### config.mk
export PLATFORM = sky130hd
export DESIGN_NAME = cpu_mode_loader_flat
export DESIGN_NICKNAME = d
export VERILOG_FILES = /design/src/rtl/cpu_mode_loader_if.sv /design/src/rtl/cpu_mode_loader.sv /design/src/flat_wrapper.sv
export SDC_FILE = /design/constraint.sdc
export NUM_CORES = 1
export LEC_CHECK = 0
export ABC_CLOCK_PERIOD_IN_PS = 5100
export CAP_MARGIN = 20
export CORE_ASPECT_RATIO = 0.75
export CORE_MARGIN = 2
export CORE_UTILIZATION = 51
export CTS_CLUSTER_DIAMETER = 150
export DETAILED_ROUTE_END_ITERATION = 6
export PLACE_DENSITY_LB_ADDON = 0.15
export SYNTH_ARGS = -nofsm -noshare
export SYNTH_HDL_FRONTEND = slang
export SYNTH_SLANG_ARGS = --single-unit
### constraint.sdc
create_clock -name clk -period 5.1 [get_ports clk]
set_input_delay 1.275 -clock clk [delete_from_list [all_inputs] [get_ports clk]]
set_output_delay 1.275 -clock clk [all_outputs]
set_load 0.01 [all_outputs]
### src/rtl/cpu_mode_loader_if.sv
// Loader-side memory port: address, write strobe/data, read enable and
// read data, plus the ownership select that hands the port to the CPU.
interface cpu_mode_loader_if #(
  parameter int ADDR_W = 16,
  parameter int DATA_W = 8
);
  logic              mem_sel;
  logic [ADDR_W-1:0] ld_addr;
  logic [DATA_W-1:0] ld_wdata;
  logic              ld_we;
  logic              ld_re;
  logic [DATA_W-1:0] ld_rdata;

  modport master (
    output mem_sel,
    output ld_addr,
    output ld_wdata,
    output ld_we,
    output ld_re,
    input  ld_rdata
  );

  modport slave (
    input  mem_sel,
    input  ld_addr,
    input  ld_wdata,
    input  ld_we,
    input  ld_re,
    output ld_rdata
  );
endinterface

### src/rtl/cpu_mode_loader.sv
// Front-panel mode sequencer and program loader (IDLE/IN/CHECK/RUN).
// Define LOADER_CHECKSUM_EN to build the running checksum of loaded bytes.
module cpu_mode_loader #(
  parameter int ADDR_W       = 16,
  parameter int DATA_W       = 8,
  parameter int DEBOUNCE_CYC = 4
) (
  input  logic              clk,
  input  logic              reset,
  input  logic              mode_btn,
  input  logic              step_btn,
  input  logic [DATA_W-1:0] sw_data,
  output logic [1:0]        cpu_state,
  output logic [DATA_W-1:0] disp_data,
  output logic [DATA_W-1:0] chksum,
  cpu_mode_loader_if.master mem
);

  localparam int CNT_W = (DEBOUNCE_CYC < 2) ? 1
                       : $clog2(DEBOUNCE_CYC + 1);
  localparam logic [CNT_W-1:0] CNT_TOP =
    CNT_W'(DEBOUNCE_CYC - 1);

  typedef enum logic [1:0] {
    S_IDLE  = 2'b00,
    S_IN    = 2'b01,
    S_CHECK = 2'b10,
    S_RUN   = 2'b11
  } state_e;

  // Bit 0 is the mode button, bit 1 the step button.
  logic [1:0] btn_raw;
  logic [1:0] sync1_q;
  logic [1:0] sync2_q;
  logic [1:0] lvl_q;
  logic [1:0] lvl_d;
  logic [1:0] pulse_q;
  logic [1:0] pulse_d;
  logic [1:0][CNT_W-1:0] cnt_q;
  logic [1:0][CNT_W-1:0] cnt_d;

  assign btn_raw = {step_btn, mode_btn};

  always_comb begin
    lvl_d   = lvl_q;
    pulse_d = '0;
    cnt_d   = '0;
    for (int i = 0; i < 2; i++) begin
      if (sync2_q[i] != lvl_q[i]) begin
        if (cnt_q[i] == CNT_TOP) begin
          lvl_d[i]   = sync2_q[i];
          pulse_d[i] = sync2_q[i];
        end else begin
          cnt_d[i] = cnt_q[i] + 1'b1;
        end
      end
    end
  end

  always_ff @(posedge clk or negedge reset) begin
    if (!reset) begin
      sync1_q <= '0;
      sync2_q <= '0;
      lvl_q   <= '0;
      pulse_q <= '0;
      cnt_q   <= '0;
    end else begin
      sync1_q <= btn_raw;
      sync2_q <= sync1_q;
      lvl_q   <= lvl_d;
      pulse_q <= pulse_d;
      cnt_q   <= cnt_d;
    end
  end

  logic mode_p;
  logic step_p;

  // A mode press wins over a simultaneous step press.
  assign mode_p = pulse_q[0];
  assign step_p = pulse_q[1] & ~pulse_q[0];

  state_e            state_q;
  state_e            state_d;
  logic [ADDR_W-1:0] addr_q;
  logic [ADDR_W-1:0] addr_d;
  logic [DATA_W-1:0] wdata_q;
  logic [DATA_W-1:0] wdata_d;
  logic              we_q;
  logic              we_d;
  logic [DATA_W-1:0] disp_q;
  logic [DATA_W-1:0] disp_d;

  always_comb begin
    state_d = state_q;
    addr_d  = addr_q;
    wdata_d = wdata_q;
    we_d    = 1'b0;
    disp_d  = disp_q;
    // A pending write always completes and advances the address.
    if (we_q) begin
      addr_d = addr_q + 1'b1;
    end
    unique case (state_q)
      S_IDLE: begin
        if (mode_p) begin
          state_d = S_IN;
          addr_d  = '0;
        end
      end
      S_IN: begin
        if (mode_p) begin
          state_d = S_CHECK;
          addr_d  = '0;
        end else if (step_p) begin
          wdata_d = sw_data;
          we_d    = 1'b1;
        end
      end
      S_CHECK: begin
        disp_d = mem.ld_rdata;
        if (mode_p) begin
          state_d = S_RUN;
        end else if (step_p) begin
          addr_d = addr_q + 1'b1;
        end
      end
      S_RUN: begin
        if (mode_p) begin
          state_d = S_IDLE;
        end
      end
      default: state_d = S_IDLE;
    endcase
  end

  always_ff @(posedge clk or negedge reset) begin
    if (!reset) begin
      state_q <= S_IDLE;
      addr_q  <= '0;
      wdata_q <= '0;
      we_q    <= 1'b0;
      disp_q  <= '0;
    end else begin
      state_q <= state_d;
      addr_q  <= addr_d;
      wdata_q <= wdata_d;
      we_q    <= we_d;
      disp_q  <= disp_d;
    end
  end

  assign cpu_state    = state_q;
  assign disp_data    = disp_q;
  assign mem.mem_sel  = (state_q != S_RUN);
  assign mem.ld_re    = (state_q == S_CHECK);
  assign mem.ld_we    = we_q;
  assign mem.ld_addr  = addr_q;
  assign mem.ld_wdata = wdata_q;

`ifdef LOADER_CHECKSUM_EN
  logic [DATA_W-1:0] chk_q;
  logic [DATA_W-1:0] chk_d;
  logic              chk_clr;

  assign chk_clr = (state_q == S_IDLE) & mode_p;

  always_comb begin
    chk_d = chk_q;
    if (chk_clr) begin
      chk_d = '0;
    end else if (we_q) begin
      chk_d = chk_q + wdata_q;
    end
  end

  always_ff @(posedge clk or negedge reset) begin
    if (!reset) begin
      chk_q <= '0;
    end else begin
      chk_q <= chk_d;
    end
  end

  assign chksum = chk_q;
`else
  assign chksum = '0;
`endif

endmodule

### src/flat_wrapper.sv
// flat-port wrapper written by rule: the top's interface ports become plain ports
module cpu_mode_loader_flat 
#(
  parameter int ADDR_W       = 16,
  parameter int DATA_W       = 8,
  parameter int DEBOUNCE_CYC = 4
)
  (clk, reset, mode_btn, step_btn, sw_data, cpu_state, disp_data, chksum, mem_mem_sel, mem_ld_addr, mem_ld_wdata, mem_ld_we, mem_ld_re, mem_ld_rdata);
  cpu_mode_loader_if #(.ADDR_W(ADDR_W), .DATA_W(DATA_W)) mem_i ();
  input  logic clk;
  input  logic reset;
  input  logic mode_btn;
  input  logic step_btn;
  input  logic [DATA_W-1:0] sw_data;
  output logic [1:0] cpu_state;
  output logic [DATA_W-1:0] disp_data;
  output logic [DATA_W-1:0] chksum;
  output wire logic [$bits(mem_i.mem_sel)-1:0] mem_mem_sel;
  output wire logic [$bits(mem_i.ld_addr)-1:0] mem_ld_addr;
  output wire logic [$bits(mem_i.ld_wdata)-1:0] mem_ld_wdata;
  output wire logic [$bits(mem_i.ld_we)-1:0] mem_ld_we;
  output wire logic [$bits(mem_i.ld_re)-1:0] mem_ld_re;
  input wire logic [$bits(mem_i.ld_rdata)-1:0] mem_ld_rdata;
  assign mem_mem_sel = mem_i.mem_sel;
  assign mem_ld_addr = mem_i.ld_addr;
  assign mem_ld_wdata = mem_i.ld_wdata;
  assign mem_ld_we = mem_i.ld_we;
  assign mem_ld_re = mem_i.ld_re;
  assign mem_i.ld_rdata = mem_ld_rdata;
  cpu_mode_loader #(.ADDR_W(ADDR_W), .DATA_W(DATA_W), .DEBOUNCE_CYC(DEBOUNCE_CYC)) u_core (.clk(clk), .reset(reset), .mode_btn(mode_btn), .step_btn(step_btn), .sw_data(sw_data), .cpu_state(cpu_state), .disp_data(disp_data), .chksum(chksum), .mem(mem_i));
endmodule
==> impl_metrics.csv <==
group,metric,value,unit
sta,drv_slew,0,
place,dp.final_hpwl,3326,um
route,avgRoutedWirePerCell,15.06,um
clock_tree,h-tree-depth,2,
route,routed_wl,4685,um
synth,synth_warnings,0,
global_routing,grt.total_usage,19.82,%
route,drt_first_pass_iters,4,
synth,synth-main-ff-cell,"dfrtp_1",
hold_path,hold_path_depth,0,
global_routing,grt_max_degree,50,
route,antenna_left,0,
synth,ys_ff_latch,49,
sta,setup_viol,0,
global_routing,grtUsageMet2,28.43,%
synth,netlist_instances,200,
route,drtIter0Drc,97,
setup_path,r2r-start,"u_core.cpu_state[0]$_DFFE_PN0P_",
clock_tree,root_buffer,"clkbuf_8",
die,row_count,21,
sta,finalCriticalPeriod,3.312,ns
hold_path,hold_start,"u_core.sync1_q[0]$_DFF_PN0_",
power,power_leakage,1.290,nW
clock_tree,clk_latency,0.29,ns
die,start_util,52.75,%
outcome,status,"completed",
setup_path,cp.required,3.83,ns
cells_and_area,final_net_count,281,
clock_tree,cts_buffers,5,
clock_tree,post_cts_resized,0,
route,drc,0,
hold_path,min_path_type,"register to register",
synth,synth-edff-count,0,
die,dieWidth,82.25,um
sta,layout_setup_ws,1.788,ns
setup_path,worstReg2RegEnd,"u_core.mem.ld_addr[15]$_DFF_PN0_",
sta,setup_tns,0,ns
cells_and_area,layout-drive-gt1-share,12.60,%
die,core_region_area,4441,sq um
clock_tree,clkSlewWorstSetupHoldPaths,0.09,ns
global_routing,antenna_found_initial,0,
clock_tree,ctsHoldBuffers,0,
clock_tree,clock-sinks,49,
setup_path,critPathMaxFanout,16,
global_routing,grt_pass1_wl,7962,um
sta,hold_viol,0,
global_routing,overflow,0,
route,routed_via_density,5.588,
clock_tree,cts_tree,"yes",
setup_path,end_kind,"primary output",
place,gp_congestion,0.7528,
place,portBuffers,56,
global_routing,grt_pass1_vias,1661,
sta,rsz0062_at_grt,"false",
synth,avgSynthCellArea,11.71,sq um
cells_and_area,layout_common_cells,"clkdlybuf4s50_1, dfrtp_1, mux2_2",
hold_path,min_to,"u_core.sync2_q[0]$_DFF_PN0_",
setup_path,rrSetupSlack,2.75,ns
die,design.die.area,5156,sq um
cells_and_area,antenna_cells,0,
setup_path,reg2reg_depth,6,
synth,synthArstFlopShare,100.0,%
synth,yosysSeqAreaShare,52.35,%
sta,slew-limit-headroom,57.46,%
setup_path,crit_type,"register to primary output",
cells_and_area,syn_to_final_growth,27.67,%
setup_path,arrival,2.04,ns
global_routing,grtUsageMet3,6.936,%
die,die_h,62.69,um
place,dp_slack,2.105,ns
route,vias,1738,
synth,netlist_area,2342,sq um
global_routing,grt_util_met1,29.30,%
sta,finClkSkew,0.005246,ns
sta,period_share,64.94,%
clock_tree,cts_setup_buffers,0,
power,p_per_area,403.8,nW/um^2
die,io_pins,65,
setup_path,critPathLaunchType,"register",
sta,tightest_slew,0.6332,ns
cells_and_area,layout_commonest_cell,"clkdlybuf4s50_1",
clock_tree,clockBufferDepth,2,
synth,yosysUniqueCellTypes,46,
flow_run,cap_violations,0,
cells_and_area,fillers,353,
power,ir_drop,0.2911,mV
global_routing,grt-busiest-layer,"met1",
sta,max_freq,302.0,MHz
## stage by stage
| step | power, mW | hold WS [ns] | instances | utilization [%] | area (sq um) |
|---|---|---|---|---|---|
| floorplan | 0.7568 | 0.3312 | 207 | - | 2369 |
| global placement | 0.9309 | 0.3326 | 303 | 64.84 | 2879 |
| detailed placement | 0.9433 | 0.3393 | 303 | 64.84 | 2879 |
| CTS | 1.222 | 0.3601 | 311 | 67.34 | 2990 |
| global route | 1.284 | 0.3731 | 311 | 67.34 | 2990 |
| finish | 1.208 | 0.3594 | 311 | 67.34 | 2990 |
## worst max-delay path, cell delays in order, from the launching register on
cell and delay (ns):
dfrtp_1 0.44, inv_1 0.11, ha_1 0.54, clkdlybuf4s50_1 0.65
## layout make-up
type,instances,area (sq um),area share [%]
sequential,49,1226,41.00
timing repair buffer,57,563.0,18.83
clock buffer,6,72.57,2.427
clock inverter,2,38.79,1.297
inverter,6,22.52,0.7531
tap,57,71.32,2.385
multi-input combinational,134,996.0,33.31
## kinds of logic after synthesis
group	after synthesis	synth area share, %
and+or+nand+nor	54	13.46
DFF	49	52.35
adders and majority gates	8	4.274
other	1	0.1601
AOI/OAI and AO/OA	42	13.30
xor gates and xnor gates	3	1.122
muxes	19	9.081
buffers and inverters	24	6.250
## worst max path at each step
stage	start	end
after global placement	u_core.cpu_state[0]$_DFFE_PN0P_	mem_ld_re
after CTS	u_core.cpu_state[0]$_DFFE_PN0P_	mem_ld_re
after floorplan	u_core.cpu_state[0]$_DFFE_PN0P_	mem_ld_re
after detailed placement	u_core.cpu_state[0]$_DFFE_PN0P_	mem_ld_re
final	u_core.cpu_state[0]$_DFFE_PN0P_	mem_ld_re
after global routing	u_core.cpu_state[0]$_DFFE_PN0P_	mem_ld_re
## cells in the mapped netlist, types with 2 or more instances
master	n	area [sq um]
nand2b_1	2	12.51
a211oi_1	2	15.01
and3_1	3	18.77
a21oi_1	5	25.02
ha_1	8	100.1
clkbuf_1	3	11.26
nor2b_1	5	31.28
nor4_1	3	18.77
inv_1	6	22.52
o21ai_0	4	20.02
and3b_1	2	17.52
buf_4	10	75.07
a31oi_1	10	62.56
nand2_1	13	48.80
buf_6	2	22.52
a311oi_1	2	17.52
o31ai_1	2	15.01
nand4_1	2	12.51
dfrtp_1	49	1226
a41oi_1	5	43.79
and2_1	2	12.51
buf_2	2	10.01
nor3b_1	3	22.52
mux2_2	18	202.7
xnor2_1	3	26.28
o2bb2ai_1	2	17.52
nor2_1	5	18.77
nand3_1	7	35.03
nor3_1	3	15.01
## registers in the layout, indices dropped and copies added (netlist names)
signal               flops
u_core.sync1_q           2
u_core.mem.ld_we         1
u_core.mem.ld_addr      16
u_core.pulse_q           2
u_core.lvl_q             2
u_core.mem.ld_wdata      8
u_core.disp_data         8
u_core.cpu_state         2
u_core.cnt_q             6
u_core.sync2_q           2
## power by group
group          leakage, nW  internal, mW  switching [mW]
combinational        0.605         0.230           0.182
sequential           0.629         0.470          0.0514
clock               0.0554         0.147           0.127
## layer usage
metal / up-vias / wire length [um]
met3: 2 / 360
met4: 0 / 18
li1: 820 / -
met1: 858 / 2199
met2: 58 / 2107
met5: - / 0
(Power assumes the default switching activity.)
